<file path="src/rtl/ncpu32k_mmu_pkg.sv">
`default_nettype none
// ============================================================================
// Module      : ncpu32k_mmu_pkg
// Description : Constants and types shared by the ITLB and its refill
//               walker: PTE/TLB bit positions, walker state encoding and
//               default index widths.
// Revision    : 1.0 - initial release
// ============================================================================
package ncpu32k_mmu_pkg;

    // Address width of the core
    localparam int c_ADDR_DW = 32;

    // Page table entry bit positions (also the ITLB high-word layout)
    localparam int c_PTE_P  = 0;
    localparam int c_PTE_UX = 3;
    localparam int c_PTE_RX = 4;
    localparam int c_PTE_S  = 8;

    // ITLB low-word valid bit
    localparam int c_TLBL_V = 0;

    // Default geometry
    localparam int c_DEF_PAGE_SIZE_LOG2  = 12;
    localparam int c_DEF_ITLB_NSETS_LOG2 = 7;
    localparam int c_DEF_VPN_DW          = c_ADDR_DW - c_DEF_PAGE_SIZE_LOG2;
    localparam int c_DEF_L2_DW           = c_DEF_PAGE_SIZE_LOG2 - 2;
    localparam int c_DEF_L1_DW           = c_DEF_VPN_DW - c_DEF_L2_DW;

    // Refill walker states
    typedef enum logic [2:0] {
        S_IDLE    = 3'd0,
        S_L1_REQ  = 3'd1,
        S_L1_WAIT = 3'd2,
        S_L2_REQ  = 3'd3,
        S_L2_WAIT = 3'd4,
        S_WRITE   = 3'd5,
        S_DRAIN   = 3'd6
    } walk_state_t;

endpackage
`default_nettype wire

</file>
<file path="src/rtl/ncpu32k_itlb_refill_if.sv">
`default_nettype none
// ============================================================================
// Module      : ncpu32k_itlb_refill_if
// Description : Bundle between the ITLB refill walker and its environment:
//               miss request, page-table base, flush, memory read port,
//               ITLB write ports and completion status.
// Revision    : 1.0 - initial release
// ============================================================================
interface ncpu32k_itlb_refill_if #(
    parameter int CONFIG_IMMU_PAGE_SIZE_LOG2 = ncpu32k_mmu_pkg::c_DEF_PAGE_SIZE_LOG2,
    parameter int CONFIG_ITLB_NSETS_LOG2     = ncpu32k_mmu_pkg::c_DEF_ITLB_NSETS_LOG2
);
    localparam int c_VPN_DW = 32 - CONFIG_IMMU_PAGE_SIZE_LOG2;
    localparam int c_TLB_AW = CONFIG_ITLB_NSETS_LOG2;

    // Miss request from fetch
    logic                miss_valid;
    logic [c_VPN_DW-1:0] miss_vpn;
    logic                miss_ready;
    logic [31:0]         ptbr;
    logic                flush;

    // Memory read port
    logic                mem_req_valid;
    logic [31:0]         mem_req_addr;
    logic                mem_req_ready;
    logic                mem_resp_valid;
    logic [31:0]         mem_resp_data;
    logic                mem_resp_err;

    // ITLB write ports
    logic [c_TLB_AW-1:0] msr_imm_tlbl_idx;
    logic [31:0]         msr_imm_tlbl_nxt;
    logic                msr_imm_tlbl_we;
    logic [c_TLB_AW-1:0] msr_imm_tlbh_idx;
    logic [31:0]         msr_imm_tlbh_nxt;
    logic                msr_imm_tlbh_we;

    // Completion
    logic                refill_done;
    logic                refill_fault;

    // Walker side
    modport master (
        input  miss_valid, miss_vpn, ptbr, flush,
        input  mem_req_ready, mem_resp_valid, mem_resp_data, mem_resp_err,
        output miss_ready, mem_req_valid, mem_req_addr,
        output msr_imm_tlbl_idx, msr_imm_tlbl_nxt, msr_imm_tlbl_we,
        output msr_imm_tlbh_idx, msr_imm_tlbh_nxt, msr_imm_tlbh_we,
        output refill_done, refill_fault
    );

    // Environment side (fetch, memory, ITLB)
    modport slave (
        output miss_valid, miss_vpn, ptbr, flush,
        output mem_req_ready, mem_resp_valid, mem_resp_data, mem_resp_err,
        input  miss_ready, mem_req_valid, mem_req_addr,
        input  msr_imm_tlbl_idx, msr_imm_tlbl_nxt, msr_imm_tlbl_we,
        input  msr_imm_tlbh_idx, msr_imm_tlbh_nxt, msr_imm_tlbh_we,
        input  refill_done, refill_fault
    );

endinterface
`default_nettype wire

</file>
<file path="src/rtl/ncpu32k_itlb_refill.sv">
`default_nettype none
// ============================================================================
// Module      : ncpu32k_itlb_refill
// Description : Hardware ITLB refill walker. Walks a two-level page table on
//               an ITLB miss and writes the resulting entry into the ITLB.
// Revision    : 1.0 - initial release
// ============================================================================
module ncpu32k_itlb_refill
    import ncpu32k_mmu_pkg::*;
#(
    parameter int CONFIG_IMMU_PAGE_SIZE_LOG2 = c_DEF_PAGE_SIZE_LOG2,
    parameter int CONFIG_ITLB_NSETS_LOG2     = c_DEF_ITLB_NSETS_LOG2
)(
    input wire                    clk,
    input wire                    rst,
    ncpu32k_itlb_refill_if.master bus
);

    localparam int c_PS       = CONFIG_IMMU_PAGE_SIZE_LOG2;
    localparam int c_VPN_DW   = c_ADDR_DW - c_PS;
    localparam int c_L2_DW    = c_PS - 2;
    localparam int c_L1_DW    = c_VPN_DW - c_L2_DW;
    localparam int c_TLB_AW   = CONFIG_ITLB_NSETS_LOG2;
    localparam int c_BASE1_DW = c_ADDR_DW - (c_L1_DW + 2);

    walk_state_t           r_state;
    walk_state_t           w_next_state;

    // Only the table-base bits that actually form addresses are kept
    logic [c_VPN_DW-1:0]   r_vpn;
    logic [c_BASE1_DW-1:0] r_l1_base;
    logic [c_VPN_DW-1:0]   r_l2_base;
    logic [31:0]           r_leaf;
    // A flush seen while a request is still waiting for mem_req_ready
    logic                  r_abort;

    logic [c_L1_DW-1:0]    w_l1_idx;
    logic [c_L2_DW-1:0]    w_l2_idx;
    logic [31:0]           w_l1_addr;
    logic [31:0]           w_l2_addr;
    logic [31:0]           w_tlbl;
    logic                  w_resp_bad;

    logic                  w_accept;
    logic                  w_latch_pte1;
    logic                  w_latch_leaf;
    logic                  w_is_req;
    logic                  w_miss_ready;
    logic                  w_req_valid;
    logic [31:0]           w_req_addr;
    logic                  w_we;
    logic                  w_done;
    logic                  w_fault;
    logic [c_TLB_AW-1:0]   w_tlb_idx;
    logic [31:0]           w_tlbl_nxt;
    logic [31:0]           w_tlbh_nxt;

    assign w_l1_idx   = r_vpn[c_VPN_DW-1:c_L2_DW];
    assign w_l2_idx   = r_vpn[c_L2_DW-1:0];
    assign w_l1_addr  = {r_l1_base, w_l1_idx, 2'b00};
    assign w_l2_addr  = {r_l2_base, w_l2_idx, 2'b00};
    assign w_resp_bad = bus.mem_resp_err | ~bus.mem_resp_data[c_PTE_P];

    // New ITLB low word: the VPN tag with only the valid bit set
    always_comb begin
        w_tlbl              = '0;
        w_tlbl[31:c_PS]     = r_vpn;
        w_tlbl[c_TLBL_V]    = 1'b1;
    end

    // Walker state register
    always_ff @(posedge clk) begin
        if (rst) begin
            r_state <= S_IDLE;
        end else begin
            r_state <= w_next_state;
        end
    end

    // Next-state decode and handshake outputs
    always_comb begin
        w_next_state = r_state;
        w_miss_ready = 1'b0;
        w_req_valid  = 1'b0;
        w_req_addr   = '0;
        w_we         = 1'b0;
        w_done       = 1'b0;
        w_fault      = 1'b0;
        w_accept     = 1'b0;
        w_latch_pte1 = 1'b0;
        w_latch_leaf = 1'b0;
        w_is_req     = 1'b0;
        case (r_state)
            S_IDLE: begin
                // Flush outranks a new miss in the same cycle
                w_miss_ready = ~bus.flush;
                if (bus.miss_valid && !bus.flush) begin
                    w_accept     = 1'b1;
                    w_next_state = S_L1_REQ;
                end
            end
            S_L1_REQ, S_L2_REQ: begin
                w_is_req    = 1'b1;
                w_req_valid = 1'b1;
                w_req_addr  = (r_state == S_L1_REQ) ? w_l1_addr : w_l2_addr;
                if (bus.mem_req_ready) begin
                    // An aborted read is still issued, so its reply must be drained
                    if (bus.flush || r_abort) begin
                        w_next_state = S_DRAIN;
                    end else if (r_state == S_L1_REQ) begin
                        w_next_state = S_L1_WAIT;
                    end else begin
                        w_next_state = S_L2_WAIT;
                    end
                end
            end
            S_L1_WAIT, S_L2_WAIT: begin
                if (bus.mem_resp_valid) begin
                    if (bus.flush) begin
                        w_next_state = S_IDLE;
                    end else if (w_resp_bad) begin
                        w_done       = 1'b1;
                        w_fault      = 1'b1;
                        w_next_state = S_IDLE;
                    end else if (r_state == S_L1_WAIT) begin
                        w_latch_pte1 = 1'b1;
                        w_next_state = S_L2_REQ;
                    end else begin
                        w_latch_leaf = 1'b1;
                        w_next_state = S_WRITE;
                    end
                end else if (bus.flush) begin
                    w_next_state = S_DRAIN;
                end
            end
            S_WRITE: begin
                w_we         = ~bus.flush;
                w_done       = ~bus.flush;
                w_next_state = S_IDLE;
            end
            S_DRAIN: begin
                if (bus.mem_resp_valid) begin
                    w_next_state = S_IDLE;
                end
            end
            default: begin
                w_next_state = S_IDLE;
            end
        endcase
    end

    // Walk context: missing VPN, table bases, leaf PTE and pending abort
    always_ff @(posedge clk) begin
        if (rst) begin
            r_vpn     <= '0;
            r_l1_base <= '0;
            r_l2_base <= '0;
            r_leaf    <= '0;
            r_abort   <= 1'b0;
        end else begin
            if (w_accept) begin
                r_vpn     <= bus.miss_vpn;
                r_l1_base <= bus.ptbr[31:c_L1_DW+2];
            end
            if (w_latch_pte1) begin
                r_l2_base <= bus.mem_resp_data[31:c_PS];
            end
            if (w_latch_leaf) begin
                r_leaf <= bus.mem_resp_data;
            end
            r_abort <= w_is_req & ~bus.mem_req_ready & (bus.flush | r_abort);
        end
    end

    // ITLB write data is only presented during the WRITE cycle
    always_comb begin
        w_tlb_idx  = '0;
        w_tlbl_nxt = '0;
        w_tlbh_nxt = '0;
        if (r_state == S_WRITE) begin
            w_tlb_idx  = r_vpn[c_TLB_AW-1:0];
            w_tlbl_nxt = w_tlbl;
            w_tlbh_nxt = r_leaf;
        end
    end

    assign bus.miss_ready       = w_miss_ready;
    assign bus.mem_req_valid    = w_req_valid;
    assign bus.mem_req_addr     = w_req_addr;
    assign bus.msr_imm_tlbl_idx = w_tlb_idx;
    assign bus.msr_imm_tlbl_nxt = w_tlbl_nxt;
    assign bus.msr_imm_tlbl_we  = w_we;
    assign bus.msr_imm_tlbh_idx = w_tlb_idx;
    assign bus.msr_imm_tlbh_nxt = w_tlbh_nxt;
    assign bus.msr_imm_tlbh_we  = w_we;
    assign bus.refill_done      = w_done;
    assign bus.refill_fault     = w_fault;

endmodule
`default_nettype wire

</file>
<file path="src/flat_wrapper.sv">
// flat-port wrapper written by rule: the top's interface ports become plain ports
module ncpu32k_itlb_refill_flat import ncpu32k_mmu_pkg::*;
#(
    parameter int CONFIG_IMMU_PAGE_SIZE_LOG2 = c_DEF_PAGE_SIZE_LOG2,
    parameter int CONFIG_ITLB_NSETS_LOG2     = c_DEF_ITLB_NSETS_LOG2
)
  (clk, rst, bus_miss_valid, bus_miss_vpn, bus_ptbr, bus_flush, bus_mem_req_ready, bus_mem_resp_valid, bus_mem_resp_data, bus_mem_resp_err, bus_miss_ready, bus_mem_req_valid, bus_mem_req_addr, bus_msr_imm_tlbl_idx, bus_msr_imm_tlbl_nxt, bus_msr_imm_tlbl_we, bus_msr_imm_tlbh_idx, bus_msr_imm_tlbh_nxt, bus_msr_imm_tlbh_we, bus_refill_done, bus_refill_fault);
  ncpu32k_itlb_refill_if #(.CONFIG_IMMU_PAGE_SIZE_LOG2(CONFIG_IMMU_PAGE_SIZE_LOG2), .CONFIG_ITLB_NSETS_LOG2(CONFIG_ITLB_NSETS_LOG2)) bus_i ();
  input wire clk;
  input wire rst;
  input wire logic [$bits(bus_i.miss_valid)-1:0] bus_miss_valid;
  input wire logic [$bits(bus_i.miss_vpn)-1:0] bus_miss_vpn;
  input wire logic [$bits(bus_i.ptbr)-1:0] bus_ptbr;
  input wire logic [$bits(bus_i.flush)-1:0] bus_flush;
  input wire logic [$bits(bus_i.mem_req_ready)-1:0] bus_mem_req_ready;
  input wire logic [$bits(bus_i.mem_resp_valid)-1:0] bus_mem_resp_valid;
  input wire logic [$bits(bus_i.mem_resp_data)-1:0] bus_mem_resp_data;
  input wire logic [$bits(bus_i.mem_resp_err)-1:0] bus_mem_resp_err;
  output wire logic [$bits(bus_i.miss_ready)-1:0] bus_miss_ready;
  output wire logic [$bits(bus_i.mem_req_valid)-1:0] bus_mem_req_valid;
  output wire logic [$bits(bus_i.mem_req_addr)-1:0] bus_mem_req_addr;
  output wire logic [$bits(bus_i.msr_imm_tlbl_idx)-1:0] bus_msr_imm_tlbl_idx;
  output wire logic [$bits(bus_i.msr_imm_tlbl_nxt)-1:0] bus_msr_imm_tlbl_nxt;
  output wire logic [$bits(bus_i.msr_imm_tlbl_we)-1:0] bus_msr_imm_tlbl_we;
  output wire logic [$bits(bus_i.msr_imm_tlbh_idx)-1:0] bus_msr_imm_tlbh_idx;
  output wire logic [$bits(bus_i.msr_imm_tlbh_nxt)-1:0] bus_msr_imm_tlbh_nxt;
  output wire logic [$bits(bus_i.msr_imm_tlbh_we)-1:0] bus_msr_imm_tlbh_we;
  output wire logic [$bits(bus_i.refill_done)-1:0] bus_refill_done;
  output wire logic [$bits(bus_i.refill_fault)-1:0] bus_refill_fault;
  assign bus_i.miss_valid = bus_miss_valid;
  assign bus_i.miss_vpn = bus_miss_vpn;
  assign bus_i.ptbr = bus_ptbr;
  assign bus_i.flush = bus_flush;
  assign bus_i.mem_req_ready = bus_mem_req_ready;
  assign bus_i.mem_resp_valid = bus_mem_resp_valid;
  assign bus_i.mem_resp_data = bus_mem_resp_data;
  assign bus_i.mem_resp_err = bus_mem_resp_err;
  assign bus_miss_ready = bus_i.miss_ready;
  assign bus_mem_req_valid = bus_i.mem_req_valid;
  assign bus_mem_req_addr = bus_i.mem_req_addr;
  assign bus_msr_imm_tlbl_idx = bus_i.msr_imm_tlbl_idx;
  assign bus_msr_imm_tlbl_nxt = bus_i.msr_imm_tlbl_nxt;
  assign bus_msr_imm_tlbl_we = bus_i.msr_imm_tlbl_we;
  assign bus_msr_imm_tlbh_idx = bus_i.msr_imm_tlbh_idx;
  assign bus_msr_imm_tlbh_nxt = bus_i.msr_imm_tlbh_nxt;
  assign bus_msr_imm_tlbh_we = bus_i.msr_imm_tlbh_we;
  assign bus_refill_done = bus_i.refill_done;
  assign bus_refill_fault = bus_i.refill_fault;
  ncpu32k_itlb_refill #(.CONFIG_IMMU_PAGE_SIZE_LOG2(CONFIG_IMMU_PAGE_SIZE_LOG2), .CONFIG_ITLB_NSETS_LOG2(CONFIG_ITLB_NSETS_LOG2)) u_core (.clk(clk), .rst(rst), .bus(bus_i));
endmodule
</file>
<file path="config.mk">
export PLATFORM = sky130hd
export DESIGN_NAME = ncpu32k_itlb_refill_flat
export DESIGN_NICKNAME = d
export VERILOG_FILES = /design/src/rtl/ncpu32k_mmu_pkg.sv /design/src/rtl/ncpu32k_itlb_refill_if.sv /design/src/rtl/ncpu32k_itlb_refill.sv /design/src/flat_wrapper.sv
export SDC_FILE = /design/constraint.sdc
export NUM_CORES = 1
export LEC_CHECK = 0
export BUFFER_PORTS_ARGS = -buffer_cell sky130_fd_sc_hd__buf_2
export CORE_MARGIN = 1.5
export CORE_UTILIZATION = 47
export DETAILED_ROUTE_END_ITERATION = 10
export GPL_ROUTABILITY_DRIVEN = 0
export HOLD_SLACK_MARGIN = 0.03
export PLACE_DENSITY = 0.8
export SYNTH_ARGS = -nofsm -noshare
export SYNTH_HDL_FRONTEND = slang
export SYNTH_SLANG_ARGS = --single-unit
</file>
<file path="constraint.sdc">
create_clock -name clk -period 1.7 [get_ports clk]
set_input_delay 0.17 -clock clk [delete_from_list [all_inputs] [get_ports clk]]
set_output_delay 0.17 -clock clk [all_outputs]
set_load 0.1 [all_outputs]
</file>
==> flow_summary_export.csv <==
group,metric,value,unit
sta,setup_ws,-123,ps
power,p_sw_frac,0.434,
worst_setup_path,crit_arrival,1650,ps
detailed_routing,routedWlPerCell,18.5,um
sta,worst_slew_pin_slew,535,ps
worst_setup_path,cp_max_fo,15,
floorplanning,fp.dieH,102,um
worst_setup_path,rrSetupSlack,70,ps
floorplanning,core_area,9330,sq um
sta,worst_clock_skew,9.66,ps
cts,clockBufferDepth,2,
cts,hold_buffers,0,
yosys,ys_warn_count,0,
grt,first_global_vias,4824,
layout,layout.cells.non_filler,888,
worst_setup_path,crit_start,"u_core.r_state[1]",
worst_setup_path,required,1530,ps
grt,grt_pass1_wl,24.6,mm
yosys,synthTopCellsByArea,"dfxtp_1 42%, nand2_1 12%, mux2i_1 11%",
worst_setup_path,rr_worst_depth,7,
sta,min_period,1820,ps
power,p_switching,3520,uW
layout,syn2layout_area_growth,75.9,%
sta,setup_tns,-6870,ps
layout,nets,845,
yosys,syn_inst,596,
yosys,synth_most_common_cell,"nand2_1",
detailed_routing,vias,4902,
yosys,avgSynthCellArea,7.69,sq um
cts,cts_tree,"built",
floorplanning,num_io_pins,207,
grt,grt_max_degree,67,
grt,antenna_found_initial,0,
worst_hold_path,hold_path_class,"in2reg",
outcome,status,"finished, violations left",
sta,hold_ws,44.0,ps
power,p_leak,0.00317,uW
floorplanning,row_count,35,
cts,clk_pin_slew,100,ps
power,p_per_area,1010,nW/um^2
grt,gr-usage-all-layers,0.306,
power,p_comb_frac,0.495,
yosys,synth-seq-cells,96,
sta,fin_crit_sh,1.07,
worst_hold_path,holdPathStages,3,
floorplanning,fp.dieArea,10400,sq um
worst_setup_path,startpoint_type,"flop",
sta,slew_viol_final,0,
cts,clockRootBuffer,"clkbuf_8",
yosys,synthArstFlopShare,0,
yosys,synthTopCellsByCount,"148 x nand2_1, 96 x dfxtp_1, 76 x a21oi_1, 58 x nor2_1, 55 x and3_1",
sta,relSlewSlack,0.634,
detailed_routing,antenna_left,0,
sta,hold_viol_final,0,
worst_hold_path,whs_endpoint,"u_core.r_l1_base[17]",
power,clkPwrFrac,0.183,
yosys,syn_area,4580,sq um
layout,num_antenna_cells,0,
worst_hold_path,min_from,"bus_ptbr[29]",
placement,post-place-cells,865,
detailed_routing,dr.pass1.iters,6,
detailed_routing,wirelength,16.4,mm
placement,post-dp-hpwl,11.0,mm
yosys,synth.top_cell.area_share,0.419,
placement,placed_cell_area,7590,sq um
power,power.internal,4590,uW
worst_setup_path,crit_path_end_kind,"output port",
layout,final_area,8060,sq um
sta,rsz0062_at_grt,"yes",
power,pwr-share-seq,0.321,
yosys,yosysTopAreaCell,"dfxtp_1",
cts,htreeDepth,3,
flow_run,maxCapViolations,0,
cts,numClockSinks,96,
sta,fmax,549,MHz
cts,insertion_delay,360,ps
yosys,synth_edf_count,0,
worst_setup_path,r2r-end,"u_core.r_leaf[1]",
layout,drive_gt1_frac,0.457,
outcome,violations,"negative setup slack",
yosys,synth_cell_types,30,
cts,cts_inserted_buffers,9,
sta,setup_violations,102,
yosys,yosysSeqAreaShare,0.419,
floorplanning,die_x,102,um
grt,grt_overflow_total,0,
floorplanning,start_util,0.491,
detailed_routing,first_iter_violations,282,
yosys,synth_ff_type,"dfxtp_1",
layout,fill_cells,466,
detailed_routing,drc,0,
placement,io_buffers,181,
worst_setup_path,critical_path_class,"reg2out",
power,ir_worst_vdd,0.652,mV
worst_setup_path,r2r_start,"u_core.r_state[2]",
detailed_routing,vias_per_cell,5.52,
layout,utilization,0.864,
==> power by group through the flow <==
stage               clock network (uW)  logic (uW)  registers (uW)
floorplan                            0        2480            2560
global placement                     0        3320            2580
detailed placement                   0        3440            2600
global route                      1610        4160            2620
CTS                               1510        3650            2570
finish                            1490        4020            2600
==> flip-flops by register name, indices dropped and copies added, names as in the netlist <==
name / count
u_core.r_leaf: 32
u_core.r_l1_base: 20
u_core.r_l2_base: 20
u_core.r_vpn: 20
u_core.r_state: 3
u_core.r_abort: 1
==> how the worst max path moves through the flow <==
stage / depth (start not counted) / end / slack [ps]
final: 4 / bus_mem_req_addr[21] / -120
after detailed placement: 6 / u_core.r_leaf[14] / 130
after CTS: 5 / bus_msr_imm_tlbh_idx[0] / -80
after global routing: 5 / bus_msr_imm_tlbh_idx[0] / -160
after floorplan: 6 / u_core.r_vpn[10] / -500
after global placement: 4 / u_core.r_state[1] / 210
==> cell families after synthesis <==
| family | synth area share |
|---|---|
| AND/OR/NAND/NOR | 0.270 |
| flip-flops | 0.419 |
| AO/OA/AOI/OAI | 0.103 |
| buffers and inverters | 0.0956 |
| multiplexers | 0.109 |
| adder cells (fa/ha/maj) | 0.00218 |
| other | 0.000818 |
==> cell type report <==
type,count,area [sq um],share of cell area
Clock buffer,10,128,0.0158
Clock inverter,6,66.3,0.00823
Inverter,5,22.5,0.00279
Multi-Input combinational cell,428,2870,0.356
Sequential cell,96,1930,0.240
Tap cell,129,161,0.0200
Timing Repair Buffer,214,2890,0.358
==> metal layers <==
metal | share of wire | up-vias | GRT usage
met5 | 0 | - | 0
met4 | 0.034 | 0 | 0.128
met3 | 0.077 | 59 | 0.0524
met2 | 0.53 | 313 | 0.570
met1 | 0.35 | 2284 | 0.341
li1 | - | 2246 | -
==> placed cells by master, fill, tap and decap left out, drive strengths merged, types with 2 or more instances in the layout <==
cell     synthesis  routed
a2111oi          2       2
a21oi           76      76
and2             2       2
and3            55      55
buf             42     212
clkbuf          37      12
clkinv           0       3
conb             1      13
dfxtp           96      96
inv              5       6
mux2i           50      50
nand2          148     148
nand2b           2       2
nand3            3       3
nor2            58      58
nor2b            3       3
nor4b            2       2
o21ai            4       4
==> worst max-delay path, cell delays in order (launching register included) <==
cell,delay [ps]
dfxtp_4,410
buf_6,270
mux2i_1,350
nor2_4,80
buf_12,170
==> stage by stage <==
stage | setup WS, ps | power [uW]
CTS | -80.8 | 7730
detailed placement | 128 | 6030
global route | -164 | 8400
finish | -123 | 8110
global placement | 208 | 5900
floorplan | -502 | 5040
==> timing repair <==
item | in CTS | in global routing
gates resized for setup | 27 | 20
endpoints found under the setup margin | 102 | 134
pin swaps | 19 | 15
setup buffers | 4 | 1
cloned | 1 | 2
(Power assumes the default switching activity.)
